[src/rtl/quiz_pkg.sv]
// Shared definitions for the quiz datapath: answer ROM geometry and the
// one-hot answer codes for the four buttons (A..D).
package quiz_pkg;

    localparam int unsigned ROM_DEPTH = 16;
    localparam int unsigned RESP_W    = 4;

    typedef logic [RESP_W-1:0] resp_t;

    localparam resp_t RESP_A = 4'b0001;
    localparam resp_t RESP_B = 4'b0010;
    localparam resp_t RESP_C = 4'b0100;
    localparam resp_t RESP_D = 4'b1000;

    // Answer pattern cycles A, B, C, D starting at address 0.
    function automatic resp_t resp_for(input logic [3:0] addr);
        resp_t r;
        unique case (addr[1:0])
            2'd0:    r = RESP_A;
            2'd1:    r = RESP_B;
            2'd2:    r = RESP_C;
            default: r = RESP_D;
        endcase
        return r;
    endfunction

endpackage

[src/rtl/rom_respostas.sv]
// Answer ROM: combinational 16x4 lookup of the expected answer per question.
// Ports:
//   addr_i  question index (round counter value)
//   resp_o  one-hot expected answer, 0000 for addresses past the last question
module rom_respostas
    import quiz_pkg::*;
#(
    parameter int unsigned N_RODADAS = 10
) (
    input  logic [3:0] addr_i,
    output resp_t      resp_o
);

    always_comb begin
        resp_o = '0;
        if (32'(addr_i) < N_RODADAS) begin
            resp_o = resp_for(addr_i);
        end
    end

endmodule

[src/rtl/fluxo_dados_quiz.sv]
// Quiz datapath: round/hit/timer counters, player answer R, expected answer M,
// button synchronizer with press detection, and status flags for the control FSM.
// Ports:
//   clock, reset       clock (rising edge) and asynchronous active-low reset
//   botoes             raw answer buttons (asynchronous, active-high)
//   zera*/conta*/registra*  control strobes; a clear always wins on its unit
//   jogada_feita       one-cycle pulse per new button press
//   botaoIgualMemoria  R == M
//   rodadaIgualFinal   round counter == N_RODADAS
//   timeout            timer at its terminal count
//   db_*               debug views of rodada, acertos, R and M
module fluxo_dados_quiz
    import quiz_pkg::*;
#(
    parameter int unsigned N_RODADAS = 10,
    parameter int unsigned T_MAX     = 50000000,
    parameter int unsigned TW        = 26
) (
    input  logic       clock,
    input  logic       reset,
    input  logic [3:0] botoes,
    input  logic       zeraR,
    input  logic       zeraRod,
    input  logic       zeraA,
    input  logic       zeraM,
    input  logic       zeraI,
    input  logic       registraR,
    input  logic       registraM,
    input  logic       contaRod,
    input  logic       contaA,
    input  logic       contaI,
    output logic       jogada_feita,
    output logic       botaoIgualMemoria,
    output logic       rodadaIgualFinal,
    output logic       timeout,
    output logic [3:0] db_rodada,
    output logic [3:0] db_acertos,
    output logic [3:0] db_jogada,
    output logic [3:0] db_memoria
);

    localparam logic [TW-1:0] TMR_LAST = TW'(T_MAX - 1);

    logic [3:0]    sync1_q, sync2_q, prev_q;
    logic [3:0]    jog_q, jog_d;
    logic          jf_q, jf_d;
    resp_t         r_q, r_d;
    resp_t         m_q, m_d;
    logic [3:0]    rod_q, rod_d;
    logic [3:0]    acc_q, acc_d;
    logic [TW-1:0] tmr_q, tmr_d;
    resp_t         rom_resp;
    logic          press;

    rom_respostas #(
        .N_RODADAS(N_RODADAS)
    ) u_rom (
        .addr_i(rod_q),
        .resp_o(rom_resp)
    );

    // Rising edge of "any button down"; a held button cannot retrigger.
    assign press = (|sync2_q) & ~(|prev_q);

    always_comb begin
        jf_d  = press;
        jog_d = press ? sync2_q : jog_q;

        r_d = r_q;
        if (zeraR)          r_d = '0;
        else if (registraR) r_d = jog_q;

        // ROM is addressed by the pre-increment round value.
        m_d = m_q;
        if (zeraM)          m_d = '0;
        else if (registraM) m_d = rom_resp;

        rod_d = rod_q;
        if (zeraRod)       rod_d = '0;
        else if (contaRod) rod_d = rod_q + 4'd1;

        acc_d = acc_q;
        if (zeraA)                        acc_d = '0;
        else if (contaA && acc_q != 4'hF) acc_d = acc_q + 4'd1;

        // Saturate so a continuously asserted contaI never wraps.
        tmr_d = tmr_q;
        if (zeraI)                          tmr_d = '0;
        else if (contaI && tmr_q != TMR_LAST) tmr_d = tmr_q + TW'(1);
    end

    always_ff @(posedge clock or negedge reset) begin
        if (!reset) begin
            sync1_q <= '0;
            sync2_q <= '0;
            prev_q  <= '0;
            jog_q   <= '0;
            jf_q    <= 1'b0;
            r_q     <= '0;
            m_q     <= '0;
            rod_q   <= '0;
            acc_q   <= '0;
            tmr_q   <= '0;
        end else begin
            sync1_q <= botoes;
            sync2_q <= sync1_q;
            prev_q  <= sync2_q;
            jog_q   <= jog_d;
            jf_q    <= jf_d;
            r_q     <= r_d;
            m_q     <= m_d;
            rod_q   <= rod_d;
            acc_q   <= acc_d;
            tmr_q   <= tmr_d;
        end
    end

    assign jogada_feita      = jf_q;
    assign botaoIgualMemoria = (r_q == m_q);
    assign rodadaIgualFinal  = ({1'b0, rod_q} == 5'(N_RODADAS));
    assign timeout           = (tmr_q == TMR_LAST);
    assign db_rodada         = rod_q;
    assign db_acertos        = acc_q;
    assign db_jogada         = r_q;
    assign db_memoria        = m_q;

endmodule

[config.mk]
export PLATFORM = sky130hd
export DESIGN_NAME = fluxo_dados_quiz
export DESIGN_NICKNAME = d
export VERILOG_FILES = /design/src/rtl/quiz_pkg.sv /design/src/rtl/rom_respostas.sv /design/src/rtl/fluxo_dados_quiz.sv
export SDC_FILE = /design/constraint.sdc
export NUM_CORES = 1
export LEC_CHECK = 0
export CAP_MARGIN = 20
export CORE_AREA = 8 8 94 96
export DETAILED_ROUTE_END_ITERATION = 10
export DIE_AREA = 0 0 102 104
export HOLD_SLACK_MARGIN = 0.1
export SYNTH_ARGS = -nofsm -noshare
export SYNTH_HDL_FRONTEND = slang
export SYNTH_SLANG_ARGS = --single-unit
[constraint.sdc]
create_clock -name clock -period 2.8 [get_ports clock]
set_input_delay 0.28 -clock clock [delete_from_list [all_inputs] [get_ports clock]]
set_output_delay 0.28 -clock clock [all_outputs]
set_load 0.005 [all_outputs]
==> results of run 1 <==
-- cell usage after synthesis (all sizes together) --
cell	n	area, sq um
nand4	8	65.06
nor3	8	40.04
and3	3	18.77
o211ai	1	7.510
nor2	30	112.6
buf	3	17.52
nand3	12	60.06
dfrtp	59	1476
nor4b	2	17.52
a22o	4	35.03
nand2	15	56.30
clkbuf	5	18.77
ha	7	87.58
xor2	12	105.1
or4	7	52.55
and2	5	32.54
mux2	4	45.04
xnor2	12	105.1
and3b	1	8.760
nor4bb	1	10.01
o21ai	10	50.04
nor2b	4	25.02
and4	3	28.78
or3	6	37.54
a21oi	9	45.04
mux2i	6	60.06
nor4	3	25.02
inv	5	18.77
o31ai	3	22.52
-- stage by stage --
step	hold slack, ps	power (mW)
finish	86.53	1.788
global route	158.4	1.887
CTS	110.7	1.827
detailed placement	337.9	1.108
global placement	336.4	1.105
floorplan	-15.59	1.004
-- worst paths after layout --
| kind | cells past startpoint | end | from |
|---|---|---|---|
| setup / recovery | 4 | timeout | tmr_q[19]$_DFFE_PN0P_ |
| hold / removal | 2 | prev_q[1]$_DFF_PN0_ | reset |
| setup reg to reg | 7 | tmr_q[13]$_DFFE_PN0P_ | tmr_q[0]$_DFFE_PN0P_ |
| hold reg to reg | 0 | sync2_q[3]$_DFF_PN0_ | sync1_q[3]$_DFF_PN0_ |
| max in group asynchronous | 2 | tmr_q[5]$_DFFE_PN0P_ | reset |
| min in group clock | 0 | sync2_q[3]$_DFF_PN0_ | sync1_q[3]$_DFF_PN0_ |
-- per-layer routing --
| metal | track usage (%) | vias up |
|---|---|---|
| met3 | 4.351 | 7 |
| met1 | 13.17 | 936 |
| li1 | - | 961 |
| met4 | 4.092 | 0 |
| met5 | 0 | - |
| met2 | 16.58 | 34 |
-- cell families (layout without fill, tap and decap cells) --
| group | count (synthesis) | in the layout | share of synthesized area [%] |
|---|---|---|---|
| AOI/OAI and AO/OA | 27 | 27 | 5.964 |
| xor gates and xnor gates | 24 | 24 | 7.828 |
| adders and majority gates | 7 | 7 | 3.262 |
| buffers and inverters | 13 | 61 | 2.051 |
| DFF | 59 | 59 | 54.99 |
| muxes | 10 | 10 | 3.914 |
| and+or+nand+nor | 108 | 108 | 21.99 |
-- critical path: stages, from the launching register on --
cell and delay, ps:
dfrtp_1 440, nor4bb_1 340, nand3_1 190, nor2_1 130, clkdlybuf4s50_1 520
-- power breakdown --
group,internal (mW),switching (mW)
sequential,0.893,0.0320
combinational,0.0911,0.0709
clock,0.352,0.350
-- flip-flops by register name, summed over array words and instances (netlist names) --
signal	flops
db_acertos	4
db_jogada	4
db_memoria	4
db_rodada	4
jog_q	4
jogada_feita	1
prev_q	4
sync1_q	4
sync2_q	4
tmr_q	26
-- layout make-up --
cell class	count	area (sq um)	share of cell area [%]
clock buffers	10	137.6	4.112
inverters	5	18.77	0.5607
repair buffers	40	382.9	11.44
flip-flops and latches	59	1476	44.11
clock inverters	6	50.05	1.495
well taps	102	127.6	3.813
multi-input cells	176	1154	34.47
==> run summary, run 1 <==
outcome - finished clean
# resized after CTS - 0
Syn Std Cell Area - 2685 sq um
DP HPWL - 3.690 mm
crit path time final - 2231 ps
Req. time, crit path - 2520 ps
Syn Area/Cell - 10.83 sq um
drt pass-1 iters - 4
DRC viols - 0
period utilization - 79.68%
most frequent cells in the layout - 59 x dfrtp_1, 34 x clkdlybuf4s50_1, 30 x nor2_1
GR Overflow Total - 0
Final Util - 44.94%
I/O Pins - 36
distinct cell type count after synthesis - 36
Final nets - 314
post-synthesis sequential area ratio - 54.99%
commonest non-fill, non-tap cell in the layout - dfrtp_1
pins over their slew limit - 0
largest net degree at the start of global routing - 60
Syn Nets - 271
Relative slew margins - 51.39%
via count - 1938
Pwr Density - 534.3 nW/um^2
postcts setup bufs - 0
wire per inst - 13.09 microns
cts hold-fix bufs - 0
root buffer cell - clkbuf_8
Synth Register Bits - 59
Synth Instances - 248
Leak - 1.420 nW
setup_tns - 0 ps
FMAX - 448.2 MHz
initial antenna violation count - 0
dpl cells - 382
worst min path class - in2async
highest metal used - met4
CTS tree - built
Die H - 104 microns
WS Path Type - reg2out
fillcell total - 721
max cap viols - 0
final hold violations - 0
GRT Overall Usage - 10.82%
unrepaired setup endpoints after global routing - no
GPL Wtd Cong - 0.7911
first-pass GRT wire length - 9.177 mm
Reg clk slew, reported paths - 70 ps
YS warnings - 0
die area - 10610 sq um
post-route cell area - 3347 sq um
CP Capture Type - output port
Site Rows - 32
Initial Utilization - 36.06%
Max Fanout on Critical Path - 6
final setup vio count - 0
final cell count without fillers - 398
share of layout cells above drive strength 1 - 10.14%
DRT Wirelength - 5.211 mm
initial drt markers - 44
Inserted Diodes - 0
flop-to-flop setup slack - 680 ps
worst skew pair latency - 330 ps
Worst-Margin Slew - 729.1 ps
met2 WL - 2.486 mm
met3 wire length - 317 microns
DP Worst Slack - 712.1 ps
WL met1 - 2.337 mm
clock sinks - 59
number of global-route vias before repair - 1936
Worst IR Drop VDD - 0.0002552 V
WP data arrival - 1950 ps
placed inst area - 3159 sq um
Max clock buf depth - 2
CP startpoint kind - register
vias per inst - 4.869
Final Worst Setup Slack - 569.1 ps
die width - 102 microns
skew final - 6.288 ps
I/O Buffers - 35
Syn-to-layout area delta - 24.65%
total CTS buffers - 9
H-tree Lvls - 3
Routed Antenna Nets - 0
Core ar. - 7447 sq um
No activity file was read; power rests on OpenSTA's default activity.
==> run 2, diff against run 1 <==
Clock period 2.8 ns to 2.14 ns, I/O delays scaled along.
==> run summary, run 2 (same netlist as run 1, synthesis figures left out) <==
Die H - 104 microns (unchanged)
Final nets - 320 (+1.9%)
Most Crowded Layer GR - met2
worst path bufs/invs - 1 (unchanged)
slowest CP cell - clkdlybuf4s50_1
Inserted Diodes - 0 (unchanged)
fillcell total - 718 (-0.42%)
die area - 10610 sq um (unchanged)
final hold violations - 0 (unchanged)
I/O Pins - 36 (unchanged)
Core ar. - 7447 sq um (unchanged)
M3 GR Usage - 5.489% (+1.1 points)
Worst IR Drop VDD - 0.0003771 V (+48%)
period utilization - 91.39%
GR Overflow Total - 0 (unchanged)
H-tree Lvls - 3 (unchanged)
GRT Overall Usage - 10.96% (+0.15 points)
via count - 1963 (+1.3%)
GR Util met1 - 12.51% (-0.66 points)
number of global-route vias before repair - 2000 (+3.3%)
first-pass GRT wire length - 9.128 mm (-0.53%)
initial antenna violation count - 0 (unchanged)
GPL Wtd Cong - 0.8420 (+6.4%)
Worst-Margin Slew - 365.7 ps (-363.4 ps)
DRC viols - 0 (unchanged)
Req. time, crit path - 1930 ps (-590 ps)
setup_tns - 0 ps (unchanged)
Max clock buf depth - 2 (unchanged)
WS Path Type - reg2out
I/O Buffers - 35 (unchanged)
Largest register FFs - 26 (unchanged)
Top delay family on crit path - buffers and inverters
DRT Wirelength - 5.415 mm (+3.9%)
root buffer cell - clkbuf_8
Max Fanout on Critical Path - 3 (-3)
unrepaired setup endpoints after global routing - no
worst min path class - in2reg
most frequent cells in the layout - 58 x dfrtp_1, 33 x clkdlybuf4s50_1, 29 x nor2_1
CP Capture Type - output port
critical path, cell by cell - xor2_1 > nor4_1 > clkdlybuf4s50_1
Leak - 1.478 nW (+4.1%)
sequential share of power - 50.1% (-1.6 points)
skew final - 11.07 ps (+4.785 ps)
Net Sw Frac - 23.09% (-2.2 points)
outcome - finished clean
crit path time final - 1956 ps
max cap viols - 0 (unchanged)
Routed Antenna Nets - 0 (unchanged)
initial drt markers - 54 (+23%)
largest reg by FF count - tmr_q
highest cell delay on the worst timing path - 550 ps (+30 ps)
Site Rows - 32 (unchanged)
Initial Utilization - 36.06% (unchanged)
Pwr Density - 703.8 nW/um^2 (+32%)
vias per inst - 4.859 (-0.21%)
Syn-to-layout area delta - 28.10%
share of layout cells above drive strength 1 - 12.58% (+2.4 points)
hold slack - 315.2 ps (+228.7 ps)
Int Power - 1.862 mW (+39%)
largest net degree at the start of global routing - 60 (unchanged)
routing usage on met2 - 16.86% (+0.28 points)
CTS tree - built
FMAX - 511.3 MHz
clock sinks - 59 (unchanged)
logic gate share of total power - 9.1% (about the same)
worst skew pair latency - 340 ps (about the same)
total CTS buffers - 9 (unchanged)
Switching Power - 559.1 uW (+23%)
pins over their slew limit - 0 (unchanged)
proportion of power drawn by the clock network - 40.8% (+1.6 points)
wire per inst - 13.40 microns (+2.4%)
Relative slew margins - 75.53% (+24 points)
Reg clk slew, reported paths - 70 ps (about the same)
final setup vio count - 0 (unchanged)
Final Util - 46.19% (+1.2 points)
CP startpoint kind - register
commonest non-fill, non-tap cell in the layout - dfrtp_1
drt pass-1 iters - 4 (unchanged)
WP data arrival - 1740 ps (-210 ps)
DP HPWL - 3.809 mm (+3.2%)
die width - 102 microns (unchanged)
==> run 2: changes by cell type in the layout (fill, tap and decap cells not counted), moves of 2 or more <==
cell / change
nor4b_1: -2
nor4b_2: +2
buf_4: +4
clkbuf_1: +2
clkinv_4: -3
==> run 2: repair_timing <==
| item | in CTS | in global routing |
|---|---|---|
| endpoints found under the setup margin | 1 | 1 |
| hold buffers | 1 | 0 |
| pin swaps | 2 | 1 |
| hold endpoints to repair | 59 | 0 |
| gates resized for setup | 1 | 5 |
| setup buffers | 2 | 0 |
==> run 2: stage by stage <==
step	area [sq um]	std cells	setup WS (ps)	power (mW)
2_1_floorplan	2685	248	320.9	1.314
3_5_place_dp	3194	385	198.7	1.458
5_1_grt	3440	404	74.89	2.550
6_report	3440	404	184.3	2.421
4_1_cts	3421	404	1.577	2.465
3_3_place_gp	3194	385	248.1	1.454
==> run 2: routing by layer <==
layer | part of all wire (%) | wire length (microns)
met1 | 43 | 2345
met2 | 48 | 2583
met3 | 7.5 | 408
met4 | 1.4 | 78
met5 | 0 | 0
==> run 2: worst paths after layout <==
path / cells past startpoint / slack (ps) / end / startpoint
max in group asynchronous: 3 / 1450 / db_rodada[3]$_DFFE_PN0P_ / reset
worst min-delay path: 1 / 320 / sync1_q[2]$_DFF_PN0_ / botoes[2]
worst max register to register: 7 / 190 / tmr_q[13]$_DFFE_PN0P_ / tmr_q[0]$_DFFE_PN0P_
worst min register to register: 0 / 350 / sync2_q[1]$_DFF_PN0_ / sync1_q[1]$_DFF_PN0_
min in group asynchronous: 3 / 410 / prev_q[1]$_DFF_PN0_ / reset
worst max-delay path: 3 / 180 / botaoIgualMemoria / db_memoria[1]$_DFFE_PN0P_
==> run 2: power by group through the flow <==
stage	clock network, mW	logic [mW]	registers [mW]
after global routing	1.08	0.246	1.22
after floorplan	0	0.0903	1.22
final	0.988	0.221	1.21
after detailed placement	0	0.224	1.23
after CTS	1.03	0.227	1.21
after global placement	0	0.222	1.23
==> run 2: cell type report <==
type	count	area, sq um	area share (%)
Clock buffer	12	145.1	4.220
Clock inverter	4	50.05	1.455
Inverter	5	18.77	0.5457
Multi-Input combinational cell	176	1175	34.16
Sequential cell	59	1478	42.96
Tap cell	102	127.6	3.710
Timing Repair Buffer	46	445.4	12.95
==> run 2: worst reg2reg max path, cell delays in order, from the launching register on <==
cell	delay [ps]
dfrtp_1	420
ha_1	220
and2_2	230
nand4_4	90
o21ai_1	90
buf_4	170
or4_1	500
a21oi_1	160
